## config.mk

```make
export PLATFORM = sky130hd
export DESIGN_NAME = oam_dma_flat
export DESIGN_NICKNAME = d
export VERILOG_FILES = /design/src/rtl/ppu_pkg.sv /design/src/rtl/oam_dma_if.sv /design/src/rtl/oam_dma.sv /design/src/flat_wrapper.sv
export SDC_FILE = /design/constraint.sdc
export NUM_CORES = 1
export LEC_CHECK = 0
export BUFFER_PORTS_ARGS = -buffer_cell sky130_fd_sc_hd__buf_2
export CORE_ASPECT_RATIO = 1.2
export CORE_MARGIN = 3
export CORE_UTILIZATION = 51
export DETAILED_ROUTE_END_ITERATION = 10
export GPL_ROUTABILITY_DRIVEN = 0
export GPL_TIMING_DRIVEN = 0
export PLACE_DENSITY_LB_ADDON = 0.15
export SKIP_CTS_REPAIR_TIMING = 1
export SKIP_LAST_GASP = 1
export SYNTH_ARGS = -nofsm -noshare
export SYNTH_HDL_FRONTEND = slang
export SYNTH_SLANG_ARGS = --single-unit
```

## constraint.sdc

```tcl
create_clock -name CPUCLK -period 2.9 [get_ports CPUCLK]
set_input_delay 0.58 -clock CPUCLK [delete_from_list [all_inputs] [get_ports CPUCLK]]
set_output_delay 0.58 -clock CPUCLK [all_outputs]
set_load 0.1 [all_outputs]
```

## src/rtl/ppu_pkg.sv

```systemverilog
// Shared PPU register map, OAM DMA trigger address and the oam_dma state encoding.
package ppu_pkg;

   localparam logic [2:0] PPUCTRL   = 3'd0;
   localparam logic [2:0] PPUMASK   = 3'd1;
   localparam logic [2:0] PPUSTATUS = 3'd2;
   localparam logic [2:0] OAMADDR   = 3'd3;
   localparam logic [2:0] OAMDATA   = 3'd4;
   localparam logic [2:0] PPUSCROLL = 3'd5;
   localparam logic [2:0] PPUADDR   = 3'd6;
   localparam logic [2:0] PPUDATA   = 3'd7;

   localparam logic [15:0] DMA_REG_ADDR = 16'h4014;

   typedef enum logic [2:0] {
      ST_IDLE,
      ST_DUMMY,
      ST_ALIGN,
      ST_READ,
      ST_WRITE
   } dma_state_e;

endpackage

```

## src/rtl/oam_dma_if.sv

```systemverilog
// CPU, work-RAM and PPU register-port signals seen by the OAM DMA engine.
interface oam_dma_if;

   logic [15:0] CPU_ADDR;
   logic [7:0]  CPU_DI;
   logic        CPU_WR;
   logic        DMA_HALT;
   logic        DMA_DONE;
   logic [15:0] MEM_ADDR;
   logic        MEM_RD;
   logic [7:0]  MEM_DI;
   logic [2:0]  PPU_A;
   logic [7:0]  PPU_DO;
   logic        PPU_RW;
   logic        PPU_CS;

   modport master (
      input  CPU_ADDR, CPU_DI, CPU_WR, MEM_DI,
      output DMA_HALT, DMA_DONE, MEM_ADDR, MEM_RD, PPU_A, PPU_DO, PPU_RW, PPU_CS
   );

   modport slave (
      output CPU_ADDR, CPU_DI, CPU_WR, MEM_DI,
      input  DMA_HALT, DMA_DONE, MEM_ADDR, MEM_RD, PPU_A, PPU_DO, PPU_RW, PPU_CS
   );

endinterface

```

## src/rtl/oam_dma.sv

```systemverilog
// OAM DMA: on a CPU write to the trigger address, halts the CPU and copies one
// page of CPU memory into PPU OAM through OAMDATA, one read + one write per byte.
module oam_dma #(
   parameter logic [15:0] DMA_REG_ADDR = ppu_pkg::DMA_REG_ADDR,
   parameter logic [2:0]  OAMDATA_IDX  = ppu_pkg::OAMDATA,
   parameter int unsigned XFER_LEN     = 256
) (
   input logic        CPUCLK,
   input logic        RST,
   oam_dma_if.master  bus
);

   import ppu_pkg::*;

   localparam int unsigned   CW       = $clog2(XFER_LEN);
   localparam logic [CW-1:0] CNT_LAST = CW'(XFER_LEN - 1);

   dma_state_e    state_q, state_d;
   logic [CW-1:0] cnt_q, cnt_d;
   logic [7:0]    page_q, page_d;
   logic          cyc_odd_q;

   logic          halt_q;
   logic          done_q;
   logic          mem_rd_q;
   logic [15:0]   mem_addr_q;
   logic          cs_q;
   logic          rw_q;
   logic [2:0]    ppu_a_q;

   always_comb begin
      state_d = state_q;
      cnt_d   = cnt_q;
      page_d  = page_q;
      case (state_q)
         ST_IDLE: begin
            if (bus.CPU_WR && (bus.CPU_ADDR == DMA_REG_ADDR)) begin
               page_d  = bus.CPU_DI;
               cnt_d   = '0;
               state_d = ST_DUMMY;
            end
         end
         // Parity flips before the next cycle: odd now means even next, so READ can follow directly.
         ST_DUMMY: state_d = cyc_odd_q ? ST_READ : ST_ALIGN;
         ST_ALIGN: state_d = ST_READ;
         ST_READ:  state_d = ST_WRITE;
         ST_WRITE: begin
            if (cnt_q == CNT_LAST) begin
               state_d = ST_IDLE;
            end else begin
               cnt_d   = cnt_q + CW'(1);
               state_d = ST_READ;
            end
         end
         default: state_d = ST_IDLE;
      endcase
   end

   // Outputs are registered from the next-state values so they line up with state_q.
   always_ff @(posedge CPUCLK) begin
      if (!RST) begin
         state_q    <= ST_IDLE;
         cnt_q      <= '0;
         page_q     <= '0;
         cyc_odd_q  <= 1'b0;
         halt_q     <= 1'b0;
         done_q     <= 1'b0;
         mem_rd_q   <= 1'b0;
         mem_addr_q <= '0;
         cs_q       <= 1'b0;
         rw_q       <= 1'b1;
         ppu_a_q    <= '0;
      end else begin
         state_q    <= state_d;
         cnt_q      <= cnt_d;
         page_q     <= page_d;
         cyc_odd_q  <= ~cyc_odd_q;
         halt_q     <= (state_d != ST_IDLE);
         done_q     <= (state_q == ST_WRITE) && (state_d == ST_IDLE);
         mem_rd_q   <= (state_d == ST_READ);
         mem_addr_q <= (state_d == ST_READ) ? {page_d, 8'(cnt_d)} : '0;
         cs_q       <= (state_d == ST_WRITE);
         rw_q       <= (state_d != ST_WRITE);
         ppu_a_q    <= (state_d == ST_WRITE) ? OAMDATA_IDX : '0;
      end
   end

   assign bus.DMA_HALT = halt_q;
   assign bus.DMA_DONE = done_q;
   assign bus.MEM_RD   = mem_rd_q;
   assign bus.MEM_ADDR = mem_addr_q;
   assign bus.PPU_CS   = cs_q;
   assign bus.PPU_RW   = rw_q;
   assign bus.PPU_A    = ppu_a_q;
   assign bus.PPU_DO   = cs_q ? bus.MEM_DI : '0;

endmodule

```

## src/flat_wrapper.sv

```systemverilog
// flat-port wrapper written by rule: the top's interface ports become plain ports
module oam_dma_flat import ppu_pkg::*;
#(
   parameter logic [15:0] DMA_REG_ADDR = ppu_pkg::DMA_REG_ADDR,
   parameter logic [2:0]  OAMDATA_IDX  = ppu_pkg::OAMDATA,
   parameter int unsigned XFER_LEN     = 256
)
  (CPUCLK, RST, bus_CPU_ADDR, bus_CPU_DI, bus_CPU_WR, bus_MEM_DI, bus_DMA_HALT, bus_DMA_DONE, bus_MEM_ADDR, bus_MEM_RD, bus_PPU_A, bus_PPU_DO, bus_PPU_RW, bus_PPU_CS);
  oam_dma_if bus_i ();
  input logic CPUCLK;
  input logic RST;
  input wire logic [$bits(bus_i.CPU_ADDR)-1:0] bus_CPU_ADDR;
  input wire logic [$bits(bus_i.CPU_DI)-1:0] bus_CPU_DI;
  input wire logic [$bits(bus_i.CPU_WR)-1:0] bus_CPU_WR;
  input wire logic [$bits(bus_i.MEM_DI)-1:0] bus_MEM_DI;
  output wire logic [$bits(bus_i.DMA_HALT)-1:0] bus_DMA_HALT;
  output wire logic [$bits(bus_i.DMA_DONE)-1:0] bus_DMA_DONE;
  output wire logic [$bits(bus_i.MEM_ADDR)-1:0] bus_MEM_ADDR;
  output wire logic [$bits(bus_i.MEM_RD)-1:0] bus_MEM_RD;
  output wire logic [$bits(bus_i.PPU_A)-1:0] bus_PPU_A;
  output wire logic [$bits(bus_i.PPU_DO)-1:0] bus_PPU_DO;
  output wire logic [$bits(bus_i.PPU_RW)-1:0] bus_PPU_RW;
  output wire logic [$bits(bus_i.PPU_CS)-1:0] bus_PPU_CS;
  assign bus_i.CPU_ADDR = bus_CPU_ADDR;
  assign bus_i.CPU_DI = bus_CPU_DI;
  assign bus_i.CPU_WR = bus_CPU_WR;
  assign bus_i.MEM_DI = bus_MEM_DI;
  assign bus_DMA_HALT = bus_i.DMA_HALT;
  assign bus_DMA_DONE = bus_i.DMA_DONE;
  assign bus_MEM_ADDR = bus_i.MEM_ADDR;
  assign bus_MEM_RD = bus_i.MEM_RD;
  assign bus_PPU_A = bus_i.PPU_A;
  assign bus_PPU_DO = bus_i.PPU_DO;
  assign bus_PPU_RW = bus_i.PPU_RW;
  assign bus_PPU_CS = bus_i.PPU_CS;
  oam_dma #(.DMA_REG_ADDR(DMA_REG_ADDR), .OAMDATA_IDX(OAMDATA_IDX), .XFER_LEN(XFER_LEN)) u_core (.CPUCLK(CPUCLK), .RST(RST), .bus(bus_i));
endmodule
```

---- Word-level counts from Yosys, hierarchy flattened ----
Index checks and enable logic that the tools add are counted.
storage, ports and cells
  output and inout bits ................... 32
  word-level logic and storage cells ...... 39
  flip-flop bits (word level) ............. 44
cells by class
  reduce and logical (&&, ||, !) cells .... 6
  bitwise operators ....................... 1
  equal/unequal tests ..................... 9
  add/sub/neg operators ................... 1
  mux-type cells .......................... 11
operators by type and width
  cell                                             count
  two-way mux 8 bit                                5
  == test 16 x 15 -> 1 bit, second input constant  1
  case mux 8 bit (2 select lines)                  1
  case mux 3 bit (5 select lines)                  1
  == test 3 x 2 -> 1 bit, second input constant    3
  adder 8 x 1 -> 8 bit, second input constant      1
  == test 8 bit, second input constant             1
  == test 3 bit, second input constant             2
  zero test 3 bit                                  2
  two-way mux 3 bit                                2
  == test 3 x 1 -> 1 bit, second input constant    1
  != test 3 bit, second input constant             1
  nonzero test 3 bit                               1
  logical AND 1 bit                                2
  two-way mux 2 bit                                1
  AND reduction 2 bit                              1
  two-way mux 1 bit                                1
  NOT 1 bit                                        1

---- Logic depth before layout (Yosys ltp) ----
  depth after elaboration ................. 6
  mapped depth ............................ 7

---- Worst setup path after synthesis ----
Ideal clock, no wire load.
  path type ............................... register to output
  start point ............................. register u_core.bus.PPU_A[2] (netlist name)
  end point ............................... output bus_PPU_DO[0]
  setup slack ............................. 434 ps
  data arrival time ....................... 1886 ps
  path buffers ............................ 0
  stages on the path, launching flop included .. 2
  cell sequence ........................... dfxtp_1 and2_1
RTL lines
  what              RTL line            source
  end: declaration  flat_wrapper.sv:21  output wire logic [$bits(bus_i.PPU_DO)-1:0] bus_PPU_DO;

---- Worst setup path in the final report ----
  start point ............................. register u_core.cnt_q[0]
  end point ............................... register u_core.mem_addr_q[15] (netlist: u_core.bus.MEM_ADDR[15])
on the way
  word-level cells in the longest chain between the ends .. 5
ends and longest elaborated chain
  what                             RTL line       source
  start: declaration               oam_dma.sv:19  logic [CW-1:0] cnt_q, cnt_d;
  start signal: assignment         oam_dma.sv:75  cnt_q <= cnt_d;
  == test 8 bit                    oam_dma.sv:48  if (cnt_q == CNT_LAST) begin
  two-way mux 2 bit                oam_dma.sv:48
  case mux 3 bit (5 select lines)  oam_dma.sv:35  case (state_q)
  == test 3 x 2 -> 1 bit           oam_dma.sv:81  mem_addr_q <= (state_d == ST_READ) ? {page_d, 8'(cnt_d)} : '0;
  AND reduction 2 bit (no line)    n/a
  end signal: assignment           oam_dma.sv:81
  end: declaration                 oam_dma.sv:26  logic [15:0] mem_addr_q;
Every way passes these cells.
A chain may end at the register's enable or synchronous reset.

==> results.py <==
metrics = {
    "worst_setup_path": {
        "cp_data_required_time_ns": 3.14,
        "timing.rr.start": "u_core.cnt_q[0]",
        "crit_top_cell": "nor2_1",
        "cp_slowest_cell": "dfxtp_1",
        "setup.worst_path.start": "u_core.cnt_q[0]",
        "cp_cell_sequence": "ha_1 -> nand4_1 -> nor2_1 -> nor2_1 -> o21ai_2 -> buf_2 -> nor2_1",
        "worstReg2RegEnd": "u_core.bus.MEM_ADDR[15]",
        "critPathLaunchType": "register",
        "cp-end-kind": "register",
        "reg2reg_slack_ns": 0.92,
        "crit_end": "u_core.bus.MEM_ADDR[15]",
        "worst-endpoint-arrival_ns": 2.22,
        "slowest_delay_ns": 0.41,
        "worstSetupPathType": "reg2reg",
        "cp_max_fo": 10,
        "rr_worst_depth": 7,
    },
    "global_route": {
        "gr-total-overflow": 0,
        "grt_max_degree": 13,
        "grt_antenna_before_repair": 0,
        "met2_usage": 0.339,
        "grt_pass1_vias": 1301,
        "grt_pass1_wl_mm": 5.54,
        "top_usage_layer": "met2",
        "grt_util_all_layers": 0.187,
        "grtUsageMet1": 0.197,
        "grt_use_met3": 0.0503,
    },
    "timing": {
        "min_period_over_period": 0.682,
        "skew_ns": 0.00792,
        "rsz0062_at_grt": "no",
        "clock.fmax_mhz": 505,
        "slew_violations": 0,
        "fin_setup_tns_ns": 0,
        "post-route-min-period_ns": 1.98,
        "finalSetupViolations": 0,
        "final_hold_viol_count": 0,
    },
    "pwr": {
        "p_sw_frac": 0.201,
        "leakagePower_nw": 0.937,
        "power_switching_uw": 200,
        "p_int_uw": 795,
        "combinationalPowerShare": 0.054,
        "seq_power_share": 0.567,
        "ir_worst_vdd_mv": 0.432,
        "clock_power_share": 0.379,
        "cellPowerDensity_mw_per_mm2": 467,
    },
    "final_layout": {
        "final_cell_mix": "65 x buf_2, 41 x dfxtp_1, 19 x nor2_1, 16 x nor2b_1, 10 x and2_1",
        "drive_above_1_share": 0.344,
        "nFillCells": 282,
        "nets": 279,
        "design_area_sq_mm": 0.00213,
        "areaGrowthSynthToFinish_pct": 27.1,
        "final_cells": 280,
        "layout_commonest_cell": "buf_2",
        "antenna_cells": 0,
    },
    "cts": {
        "clk_latency_ns": 0.35,
        "cts_buffers": 5,
        "cts_root_buf": "clkbuf_4",
        "cts.sinks": 41,
        "clkTransAtPathRegs_ns": 0.11,
        "tritoncts": "built",
        "cts.path.max_buffers": 2,
        "h-tree-depth": 2,
    },
    "worst_hold_path": {
        "hold_path.class": "reg2reg",
    },
    "placement": {
        "dp_hpwl_mm": 2.76,
        "place_area_sq_mm": 0.00205,
        "portBuffers": 64,
        "dp.cells": 272,
    },
    "floorplanning": {
        "dieArea_sq_mm": 0.00401,
        "fp.dieW_um": 58.3,
        "coreArea_sq_mm": 0.00311,
        "start_util": 0.539,
        "io_pins": 67,
        "die-height_um": 68.8,
        "rows": 22,
    },
    "detailed_routing": {
        "drt_iter0_drc": 42,
        "drtAntennaViolNets": 0,
        "wl_per_cell_um": 12.5,
        "via_per_inst": 5.15,
        "num_vias": 1442,
        "drt_wl_total_mm": 3.49,
        "drc": 0,
        "drt_first_pass_iters": 4,
    },
    "synth": {
        "yosysSeqAreaShare": 0.490,
        "synth_cell_types": 39,
        "synth_cells": 171,
        "syn_area_per_cell_sq_um": 9.80,
        "ys_warn_count": 0,
        "synth_area_sq_mm": 0.00168,
        "synth_seq_cells": 41,
    },
    "job": {
        "cap_violations": 0,
    },
    "run_status": {
        "status": "complete, no violations",
    },
}
cells in the mapped netlist:
library cell  instances  area [sq um]
nand3_2               1          10.0
nand4b_1              1          8.76
nand4_1               5          31.3
ha_1                  1          12.5
conb_1                1          3.75
o21a_1                4          30.0
nand2_1               5          18.8
o21ai_2               1          8.76
buf_2                 1          5.00
buf_6                 1          11.3
or2_2                 1          6.26
mux2i_1               8          80.1
inv_1                 4          15.0
and2_1               10          62.6
or3_4                 1          11.3
nor2b_1              16           100
buf_4                 3          22.5
o21ai_0               4          20.0
o21ai_1               1          5.00
a21boi_0              3          22.5
o32ai_1               1          8.76
nor3b_2               1          12.5
a21oi_1               5          25.0
nor3_1                3          15.0
o22a_1                3          26.3
nand3_1               3          15.0
nand2b_1              4          25.0
nor2_1               19          71.3
nor3b_1               3          22.5
nor4b_1               1          8.76
and3_1                3          18.8
nand3b_1              3          22.5
nor4b_4               2          47.6
a41oi_1               1          8.76
clkbuf_1              3          11.3
nor3_4                1          16.3
o22ai_1               1          6.26
and4_1                1          8.76
dfxtp_1              41           821
critical path, delay by kind of cell, from the launching register on:
kind	cells	cell delay [ns]
flip-flops	1	0.41
buffers and inverters	1	0.28
AO/OA/AOI/OAI	1	0.33
adder cells (fa/ha/maj)	1	0.25
AND/OR/NAND/NOR	4	0.60
worst min-delay path by stage:
stage / cells past startpoint / slack, ns / endpoint / from
after CTS: 1 / 0.43 / u_core.cyc_odd_q / u_core.cyc_odd_q
after global routing: 1 / 0.46 / u_core.cyc_odd_q / u_core.cyc_odd_q
after floorplan: 1 / 0.39 / u_core.cyc_odd_q / u_core.cyc_odd_q
final: 1 / 0.42 / u_core.cyc_odd_q / u_core.cyc_odd_q
after global placement: 1 / 0.41 / u_core.cyc_odd_q / u_core.cyc_odd_q
after detailed placement: 1 / 0.42 / u_core.cyc_odd_q / u_core.cyc_odd_q
power groups by stage:
stage / sequential (mW) / combinational, mW / clock [mW]
after global routing: 0.565 / 0.0585 / 0.402
after detailed placement: 0.577 / 0.0548 / 0
after CTS: 0.564 / 0.0549 / 0.387
after floorplan: 0.577 / 0.0247 / 0
after global placement: 0.577 / 0.0529 / 0
final: 0.564 / 0.0541 / 0.377
cells by family after synthesis:
family / Yosys count / share of synthesized area
AO/OA/AOI/OAI: 24 / 0.0963
adder cells (fa/ha/maj): 1 / 0.00746
buffers and inverters: 12 / 0.0388
flip-flops: 41 / 0.490
multiplexers: 8 / 0.0478
other: 1 / 0.00224
AND/OR/NAND/NOR: 84 / 0.318
layer usage:
| metal | vias up | part of all wire |
|---|---|---|
| li1 | 731 | - |
| met1 | 637 | 0.37 |
| met2 | 64 | 0.50 |
| met3 | 10 | 0.11 |
| met4 | 0 | 0.025 |
| met5 | - | 0 |
sequential cells by signal (all words and copies together), names as in the netlist:
signal,cells
u_core.bus.MEM_RD,1
u_core.bus.DMA_HALT,1
u_core.bus.PPU_A,1
u_core.bus.PPU_RW,1
u_core.cyc_odd_q,1
u_core.page_q,8
u_core.bus.DMA_DONE,1
u_core.bus.MEM_ADDR,16
u_core.state_q,3
u_core.cnt_q,8
area by class of cell:
type | count | area (sq um) | share of cell area
timing repair buffer | 64 | 320 | 0.150
buffer | 8 | 50.0 | 0.0235
multi-input combinational | 119 | 795 | 0.373
sequential | 41 | 821 | 0.385
inverter | 4 | 15.0 | 0.00705
clock buffer | 7 | 55.1 | 0.0258
clock inverter | 1 | 30.0 | 0.0141
tap | 36 | 45.0 | 0.0211
metrics by stage:
stage	setup WS, ns	utilization	power, mW	hold WS (ns)
after floorplan	0.434	-	0.602	0.392
final	0.921	0.685	0.996	0.422
after detailed placement	0.666	0.658	0.632	0.415
after global placement	0.738	0.658	0.630	0.409
after global routing	0.670	0.685	1.03	0.462
after CTS	0.894	0.685	1.01	0.433
No activity file was read; power rests on OpenSTA's default activity.
